`config.mk`:
```
export PLATFORM = sky130hd
export DESIGN_NAME = rgb_pwm_ramp
export DESIGN_NICKNAME = d
export VERILOG_FILES = /design/src/rtl/rgb_pwm_ramp.sv
export SDC_FILE = /design/constraint.sdc
export NUM_CORES = 1
export LEC_CHECK = 0
export BUFFER_PORTS_ARGS = -buffer_cell sky130_fd_sc_hd__buf_2
export CORE_ASPECT_RATIO = 1.2
export CORE_UTILIZATION = 59
export CTS_BUF_LIST = sky130_fd_sc_hd__clkbuf_2
export DETAILED_ROUTE_END_ITERATION = 8
export GPL_TIMING_DRIVEN = 0
export PLACE_DENSITY = 0.75
export SKIP_CTS_REPAIR_TIMING = 1
export SLEW_MARGIN = 5
export SYNTH_ARGS = -nofsm -noshare
export SYNTH_HDL_FRONTEND = slang
export SYNTH_SLANG_ARGS = --single-unit
```
`constraint.sdc`:
```
create_clock -name clk -period 2.05 [get_ports clk]
set_input_delay 0.1025 -clock clk [delete_from_list [all_inputs] [get_ports clk]]
set_output_delay 0.1025 -clock clk [all_outputs]
set_load 0.01 [all_outputs]
```
`src/rtl/rgb_pwm_ramp.sv`:
```
// Multi-channel PWM LED driver with per-channel triangular brightness ramps.
// Optional feature macro: PWM_GAMMA_EN (square-law brightness correction).
module rgb_pwm_ramp #(
  parameter int CHANNELS = 3,
  parameter int PWM_BITS = 8,
  parameter int PRESCALE = 4,
  parameter int RAMP_DIV = 1048576
) (
  input  logic                clk,
  input  logic                reset,
  input  logic [CHANNELS-1:0] btn,
  input  logic                mode,
  output logic [CHANNELS-1:0] led
);

  localparam int PS_W = (PRESCALE > 1) ? $clog2(PRESCALE) : 1;
  localparam int RD_W = $clog2(RAMP_DIV);
  localparam logic [PWM_BITS-1:0] MAX     = '1;
  localparam logic [PS_W-1:0]     PS_LAST = PS_W'(PRESCALE - 1);
  localparam logic [RD_W-1:0]     RD_LAST = RD_W'(RAMP_DIV - 1);

  // Triangle walk: returns {direction (1 = down), duty}.
  function automatic logic [PWM_BITS:0] ramp_step(input logic [PWM_BITS-1:0] d,
                                                  input logic down);
    if (!down)
      return (d == MAX) ? {1'b1, MAX - PWM_BITS'(1)} : {1'b0, d + PWM_BITS'(1)};
    else
      return (d == '0) ? {1'b0, PWM_BITS'(1)} : {1'b1, d - PWM_BITS'(1)};
  endfunction

`ifdef PWM_GAMMA_EN
  function automatic logic [PWM_BITS-1:0] gamma_of(input logic [PWM_BITS-1:0] s);
    logic [2*PWM_BITS-1:0] sq;
    sq = {{PWM_BITS{1'b0}}, s} * {{PWM_BITS{1'b0}}, s};
    return sq[2*PWM_BITS-1:PWM_BITS];
  endfunction
`endif

  logic [CHANNELS-1:0]               btn_meta_q, btn_meta_d;
  logic [CHANNELS-1:0]               btn_sync_q, btn_sync_d;
  logic [PS_W-1:0]                   presc_q, presc_d;
  logic [PWM_BITS-1:0]               pwm_cnt_q, pwm_cnt_d;
  logic [RD_W-1:0]                   ramp_q, ramp_d;
  logic [CHANNELS-1:0][PWM_BITS-1:0] duty_q, duty_d;
  logic [CHANNELS-1:0]               dir_q, dir_d;
  logic [CHANNELS-1:0][PWM_BITS-1:0] shadow_q, shadow_d;
  logic [CHANNELS-1:0][PWM_BITS-1:0] eff;
  logic [CHANNELS-1:0]               led_q, led_d;
  logic                              pwm_tick, ramp_tick, period_end;

  assign pwm_tick   = (presc_q == PS_LAST);
  assign ramp_tick  = (ramp_q == RD_LAST);
  assign period_end = pwm_tick && (pwm_cnt_q == MAX);
  assign led        = led_q;

`ifdef PWM_GAMMA_EN
  // Corrected level is computed once per period, alongside the shadow load.
  logic [CHANNELS-1:0][PWM_BITS-1:0] gam_q, gam_d;

  always_comb begin
    gam_d = gam_q;
    if (period_end) begin
      for (int c = 0; c < CHANNELS; c++) gam_d[c] = gamma_of(duty_q[c]);
    end
  end

  always_ff @(posedge clk or negedge reset) begin
    if (!reset) gam_q <= '0;
    else        gam_q <= gam_d;
  end

  assign eff = gam_q;
`else
  assign eff = shadow_q;
`endif

  always_comb begin
    btn_meta_d = btn;
    btn_sync_d = btn_meta_q;
    presc_d    = pwm_tick ? '0 : presc_q + PS_W'(1);
    pwm_cnt_d  = pwm_tick ? pwm_cnt_q + PWM_BITS'(1) : pwm_cnt_q;
    ramp_d     = ramp_tick ? '0 : ramp_q + RD_W'(1);
    duty_d     = duty_q;
    dir_d      = dir_q;
    shadow_d   = shadow_q;
    led_d      = '0;
    for (int c = 0; c < CHANNELS; c++) begin
      // Manual steps while held; breathe steps unless held.
      if (ramp_tick && (mode ^ btn_sync_q[c]))
        {dir_d[c], duty_d[c]} = ramp_step(duty_q[c], dir_q[c]);
      if (period_end) shadow_d[c] = duty_q[c];
      led_d[c] = (shadow_q[c] == MAX) || (pwm_cnt_q < eff[c]);
    end
  end

  always_ff @(posedge clk or negedge reset) begin
    if (!reset) begin
      btn_meta_q <= '0;
      btn_sync_q <= '0;
      presc_q    <= '0;
      pwm_cnt_q  <= '0;
      ramp_q     <= '0;
      duty_q     <= '0;
      dir_q      <= '0;
      shadow_q   <= '0;
      led_q      <= '0;
    end else begin
      btn_meta_q <= btn_meta_d;
      btn_sync_q <= btn_sync_d;
      presc_q    <= presc_d;
      pwm_cnt_q  <= pwm_cnt_d;
      ramp_q     <= ramp_d;
      duty_q     <= duty_d;
      dir_q      <= dir_d;
      shadow_q   <= shadow_d;
      led_q      <= led_d;
    end
  end

endmodule

```
==> out/metrics.cfg, run 1 <==
[outcome]
outcome = finished clean

[final_layout]
final_layout_size_suffix_gt1_share_pct = 13.4
area_growth_pct = 9.67
nets = 638
diodes = 0
design_area_um2 = 5750
finalNonFillerCells = 722

[sta]
holdWs_ps = 94.9
hold_violations = 0
setup_viol = 0
period_share_pct = 95.2
min_period_ps = 1950
fmax_mhz = 512
layout_setup_ws_ps = 98.3
relSlewSlack_pct = 59.7
skew_ps = 21.8
worstMarginPinSlew_ps = 605
slew_violations = 0

[routing]
postRouteAntennaNets = 0
firstDrtPassIters = 5
drc = 0
wire_per_inst_um = 15.9
vias = 4361
drt_iter0_markers = 268
vias_per_cell = 6.04
routed_wl_um = 11500

[synth]
syn_avg_cell_area_um2 = 9.21
synth_edf_count = 0
yosysWarnings = 0
synth_top_cell_by_area = dfrtp_1
yosysUniqueCellTypes = 63
synth_commonest_cells = dfrtp_1 (90), nand2_1 (65), o21ai_0 (61), inv_1 (33), nor2_1 (32)
async_flop_share_pct = 100
synth-seq-cells = 90
yosys-top-cells-area = dfrtp_1 (43%), ha_1 (7.2%), o21ai_0 (5.8%)
synth_area_um2 = 5240
synth_top_area_share_pct = 43.0
yosysSeqAreaShare_pct = 43.0
netlist_instances = 569
yosysMostFrequentCell = dfrtp_1
synth_fp_nets = 605
synth_flop_cell = dfrtp_1

[critical_path]
crit_arrival_ps = 2390
crit_required_ps = 2490
cp_max_fo = 7
r2r_cells = 7
crit_path_end_kind = register
start_kind = register
worstSetupPathType = reg2reg

[place]
dp_hpwl_um = 8200
dp_cells = 695
dp_slack_ps = -80.8
place.port_buffers = 8
dpl-instance-area_um2 = 5460
gp_congestion = 0.898

[pwr]
peakVddDrop_v = 0.000305
power.total_w = 0.00267
power_density_nw_per_um2 = 464
p_leak_nw = 2.59

[min_path]
holdCritPathClass = in2async

[clock_tree]
path_clk_slew_ps = 220
htreeDepth = 3
insertion_delay_ps = 530
tritoncts.num_buffers = 9
clock_path_buffers = 2
clock-sinks = 90
tritoncts = done
cts-root-buf = clkbuf_2

[flow_run]
maxCapViolations = 0

[floorplanning]
rows = 37
die_area_um2 = 9260
fp.dieW_um = 88.0
core_um2 = 8610
ios = 9
initial_utilization_pct = 60.9
die_h_um = 105

[global_routing]
grt_antenna_before_repair = 0
globalRouteTotalUtil_pct = 26.5
grt_overflow = 0
grt_pass1_vias = 4158
grt_max_degree = 47
grt_first_pass_wirelength_um = 19100

sequential cells by signal, indices dropped and copies added, names as in the netlist:
| name | cells |
|---|---|
| dir_q | 3 |
| pwm_cnt_q | 8 |
| btn_sync_q | 3 |
| presc_q | 2 |
| btn_meta_q | 3 |
| eff | 24 |
| ramp_q | 20 |
| duty_q | 24 |
| led | 3 |
final timing paths:
path                                    startpoint                 endpoint  slack [ps]
max in group asynchronous                    reset   duty_q[17]$_DFFE_PN0P_        1310
min reg2reg                btn_meta_q[0]$_DFF_PN0_  btn_sync_q[0]$_DFF_PN0_         380
max                          duty_q[8]$_DFFE_PN0P_   duty_q[14]$_DFFE_PN0P_         100
min                                          reset     presc_q[1]$_DFF_PN0_          90
min in group clk                            btn[2]  btn_meta_q[2]$_DFF_PN0_         210
max reg2reg                  duty_q[8]$_DFFE_PN0P_   duty_q[14]$_DFFE_PN0P_         100
layout make-up:
cell class,count,area [µm²]
fill,718,2860
multi-input combinational,417,2800
sequential,90,2260
timing repair buffer,23,188
tap,117,146
buffer,28,141
inverter,33,124
clock inverter,5,47.5
clock buffer,9,45.0
cells in the final DEF, fill, tap and decap left out, drive strengths merged, types with 12 or more instances in the layout:
cell type	n
xnor2	15
ha	30
nor3	12
nand2	65
nand4	22
nor2	34
clkbuf	25
inv	33
dfrtp	90
a21oi	21
nand3	19
xor2	13
buf	30
o21ai	65
through the flow:
stage	utilization (%)	setup TNS, ps
after floorplan	-	0
after global placement	63.0	-503
final	66.7	0
after global routing	66.7	-26.1
after CTS	64.4	-2220
after detailed placement	63.4	-804
kinds of logic (layout without fill, tap and decap cells):
family | count (synthesis) | after routing | share of synthesized area [%]
AO/OA/AOI/OAI | 146 | 146 | 17.3
flip-flops | 90 | 90 | 43.0
XOR/XNOR | 28 | 28 | 4.68
AND/OR/NAND/NOR | 206 | 206 | 21.4
multiplexers | 7 | 7 | 1.46
adder cells (fa/ha/maj) | 30 | 30 | 7.16
buffers and inverters | 62 | 98 | 5.01
where the power goes:
part / switching [W] / leakage, nW / internal, W / total (W)
Clock: 0.000561 / 0.0625 / 0.000257 / 0.000818
Combinational: 0.0000425 / 1.33 / 0.0000185 / 0.0000610
Sequential: 0.00000216 / 1.19 / 0.00178 / 0.00179
Total: 0.000606 / 2.59 / 0.00206 / 0.00267
layer usage:
metal  up-vias  global-route usage [%]  wire [µm]
met5         -                       0          0
met4         0                    8.87        120
met3        13                    4.54        358
met2       108                    45.4       6000
met1      2124                    33.5       5020
li1       2116                       -          -
critical path: stages, from the launching register on:
cell      delay (ps)
dfrtp_2          500
inv_1            180
ha_4             200
nor4b_4          320
nand2_2          140
a31oi_1          190
o211ai_1         120
a211o_1          230
(Power assumes the default switching activity.)
==> run 2: changes to the inputs <==
--- a/config.mk
+++ b/config.mk
@@ -5,6 +5,7 @@
 export SDC_FILE = /design/constraint.sdc
 export NUM_CORES = 1
 export LEC_CHECK = 0
+export ABC_AREA = 1
 export BUFFER_PORTS_ARGS = -buffer_cell sky130_fd_sc_hd__buf_2
 export CORE_ASPECT_RATIO = 1.2
 export CORE_UTILIZATION = 59
==> run 2 against run 1 <==
  * Register-to-register slack improved by 120 ps
  * Via count increased by 15%
  * Design area increased by 5.8%
  * Global-route usage increased by 0.16 points
  * Largest power group unchanged
  * Largest cell class unchanged
  * Fmax increased by 6.4%
  * Clock power increased by 8.9%
  * First-iteration DRC count increased by 9.7%
==> out/metrics.cfg, run 2 <==
[global_routing]
grt_overflow = 0  ; unchanged
grt_max_degree = 68  ; was 47
grt_pass1_vias = 4776  ; was 4158
grt_first_pass_wirelength_um = 21200  ; was 19100 µm
globalRouteTotalUtil_pct = 26.7  ; was 26.5%
grt_antenna_before_repair = 0  ; unchanged

[floorplanning]
fp.dieW_um = 91.6  ; was 88.0 µm
core_um2 = 9180  ; was 8610 µm²
die_h_um = 110  ; was 105 µm
initial_utilization_pct = 61.9  ; was 60.9%
die_area_um2 = 10000  ; was 9260 µm²
ios = 9  ; unchanged
rows = 38  ; was 37

[flow_run]
maxCapViolations = 0  ; unchanged

[synth]
synth_fp_nets = 830  ; was 605
yosysWarnings = 0  ; unchanged
synth-seq-cells = 90  ; unchanged
synth_top_cell_by_area = dfrtp_1  ; unchanged
yosysSeqAreaShare_pct = 39.6  ; was 43.0%
netlist_instances = 794  ; was 569
yosys-top-cells-area = dfrtp_1 (40%), nand2_1 (19%), ha_1 (6.6%)  ; was dfrtp_1 (43%), ha_1 (7.2%), o21ai_0 (5.8%)
synth_top_area_share_pct = 39.6  ; was 43.0%
synth_flop_cell = dfrtp_1  ; unchanged
synth_area_um2 = 5680  ; was 5240 µm²
yosysMostFrequentCell = nand2_1  ; was dfrtp_1
synth_commonest_cells = nand2_1 (290), dfrtp_1 (90), nor2_1 (87), inv_1 (86), nand3_1 (54)  ; was dfrtp_1 (90), nand2_1 (65), o21ai_0 (61), inv_1 (33), nor2_1 (32)
yosysUniqueCellTypes = 31  ; was 63
synth_edf_count = 0  ; unchanged
async_flop_share_pct = 100  ; unchanged
syn_avg_cell_area_um2 = 7.16  ; was 9.21 µm²

[sta]
fin_setup_tns_ps = 0  ; unchanged
relSlewSlack_pct = 69.6  ; was 59.7%
setup_viol = 0  ; unchanged
min_period_ps = 1830  ; was 1950 ps
rsz0062_at_grt = no
slew_violations = 0  ; unchanged
hold_violations = 0  ; unchanged
skew_ps = 25.2  ; was 21.8 ps
period_share_pct = 89.5  ; was 95.2%
worstMarginPinSlew_ps = 456  ; was 605 ps
fmax_mhz = 545  ; was 512 MHz

[outcome]
outcome = finished clean  ; unchanged

[pwr]
peakVddDrop_v = 0.000386  ; was 0.000305 V
sw_frac_of_total_pct = 24.1  ; was 22.7%
pwr-share-clk_pct = 32.4  ; was 30.7%
power_density_nw_per_um2 = 452  ; was 464 nW/µm²
p_leak_nw = 3.08  ; was 2.59 nW
p_sw_w = 0.000664  ; was 0.000606 W
power.total_w = 0.00275  ; was 0.00267 W
internal_power_w = 0.00208  ; was 0.00206 W
power_frac_comb_pct = 2.6  ; was 2.3%
power_frac_seq_pct = 65.0  ; was 67.0%

[critical_path]
start_kind = register  ; unchanged
crit_arrival_ps = 2330  ; was 2390 ps
crit_required_ps = 2540  ; was 2490 ps
crit_chain = inv_1 > ha_1 > nand2_1 > nor2_1 > nand2_1 > nand2_1 > o21ai_0 > nand2_1 > nand2_1  ; was inv_1 > ha_4 > nor4b_4 > nand2_2 > a31oi_1 > o211ai_1 > a211o_1
slowest_delay_ps = 490  ; was 500 ps
cpLargestDelayFamily = simple AND/OR/NAND/NOR gates  ; was compound AO/OA/AOI/OAI gates
slowest_stage = dfrtp_1  ; was dfrtp_2
crit_path_end_kind = register  ; unchanged
path_buf_inv = 1  ; unchanged
cp_max_fo = 6  ; was 7
crit_top_cell = nand2_1
worstSetupPathType = reg2reg  ; unchanged

[final_layout]
layout_commonest_cell = nand2_1  ; was dfrtp_1
diodes = 0  ; unchanged
final_layout_size_suffix_gt1_share_pct = 7.15  ; was 13.4%
area_growth_pct = 7.00  ; was 9.67%
nets = 856  ; was 638
mostFrequentLayoutCells = nand2_1 (290), dfrtp_1 (90), nor2_1 (87)  ; was dfrtp_1 (86), nand2_1 (63), o21ai_0 (61)

[clock_tree]
cts-root-buf = clkbuf_2  ; unchanged
clock-sinks = 90  ; unchanged
tritoncts.num_buffers = 9  ; unchanged
path_clk_slew_ps = 250  ; was 220 ps
tritoncts = done  ; unchanged
insertion_delay_ps = 570  ; was 530 ps
htreeDepth = 3  ; unchanged
clock_path_buffers = 2  ; unchanged

[place]
gp_congestion = 0.918  ; was 0.898
place.port_buffers = 8  ; unchanged
dp_hpwl_um = 9240  ; was 8200 µm

[routing]
firstDrtPassIters = 5  ; unchanged
drt_iter0_markers = 294  ; was 268
vias_per_cell = 5.31  ; was 6.04
wire_per_inst_um = 13.2  ; was 15.9 µm
vias = 5018  ; was 4361
routed_wl_um = 12400  ; was 11500 µm
drc = 0  ; unchanged
postRouteAntennaNets = 0  ; unchanged

[min_path]
holdCritPathClass = in2reg  ; was in2async

==> run 2: changes by cell type in the layout (fill, tap and decap cells not counted), sizes merged, moves of 9 or more <==
| cell | delta |
|---|---|
| clkbuf | -10 |
| a21oi | -11 |
| nor2 | +62 |
| nand2 | +225 |
| nor3 | -10 |
| inv | +54 |
| a31oi | -10 |
| o21ai | -13 |
| a21o | -9 |
| and3 | -10 |
| nand3 | +40 |
==> run 2: kinds of logic (layout without fill, tap and decap cells) <==
logic type,Yosys count,after routing,synth area share [%]
flops,90,90,39.6
xor+xnor,27,27,4.16
fa+ha+maj,30,30,6.61
buf+inv,107,138,7.79
simple gates,473,473,35.4
compound gates,67,67,6.38
==> run 2: worst reg2reg max path: cells and delay by family, from the launching register on <==
| family | cells | cell delay (ps) |
|---|---|---|
| buf+inv | 1 | 200 |
| simple gates | 6 | 700 |
| fa+ha+maj | 1 | 320 |
| flops | 1 | 490 |
| compound gates | 1 | 80 |
==> run 2: final timing paths <==
path | end | cells after the start | start | slack, ps
setup / recovery | duty_q[1]$_DFFE_PN0P_ | 9 | duty_q[0]$_DFFE_PN0P_ | 220
hold / removal | duty_q[15]$_DFFE_PN0P_ | 6 | mode | 40
setup reg to reg | duty_q[1]$_DFFE_PN0P_ | 9 | duty_q[0]$_DFFE_PN0P_ | 220
hold reg to reg | btn_sync_q[2]$_DFF_PN0_ | 0 | btn_meta_q[2]$_DFF_PN0_ | 380
max in group asynchronous | ramp_q[9]$_DFF_PN0_ | 4 | reset | 1130
min in group asynchronous | pwm_cnt_q[3]$_DFFE_PN0P_ | 4 | reset | 540
==> run 2: final cells by class <==
| class | instances | area [µm²] |
|---|---|---|
| flip-flops and latches | 90 | 2250 |
| multi-input cells | 597 | 2990 |
| fillers | 824 | 3100 |
| repair buffers | 15 | 140 |
| plain buffers | 18 | 109 |
| well taps | 120 | 150 |
| inverters | 89 | 334 |
| clock inverters | 6 | 57.6 |
| clock buffers | 10 | 50.0 |
==> run 2: power by group through the flow <==
stage          registers (W)  logic [W]  clock network, W
6_report             0.00179  0.0000703          0.000891
4_1_cts              0.00179  0.0000614          0.000913
2_1_floorplan        0.00182  0.0000112                 0
3_3_place_gp         0.00182  0.0000517                 0
3_5_place_dp         0.00182  0.0000612                 0
5_1_grt              0.00179  0.0000811          0.000971
==> run 2: stage by stage <==
step	hold WS (ps)	area (µm²)	setup slack (ps)	cells	utilization [%]
6_report	38.8	6080	215	945	66.3
3_3_place_gp	211	5870	103	922	64.0
5_1_grt	29.8	6080	41.8	945	66.3
2_1_floorplan	-193	5680	558	794	-
3_5_place_dp	33.8	5900	250	923	64.3
4_1_cts	-622	6010	219	939	65.5
==> run 2: metal layers <==
metal / up-vias / wire, µm / GRT usage [%]
li1: 2564 / - / -
met1: 2337 / 5700 / 33.5
met2: 96 / 6110 / 46.5
met3: 21 / 417 / 3.80
met4: 0 / 221 / 10.5
met5: - / 0 / 0
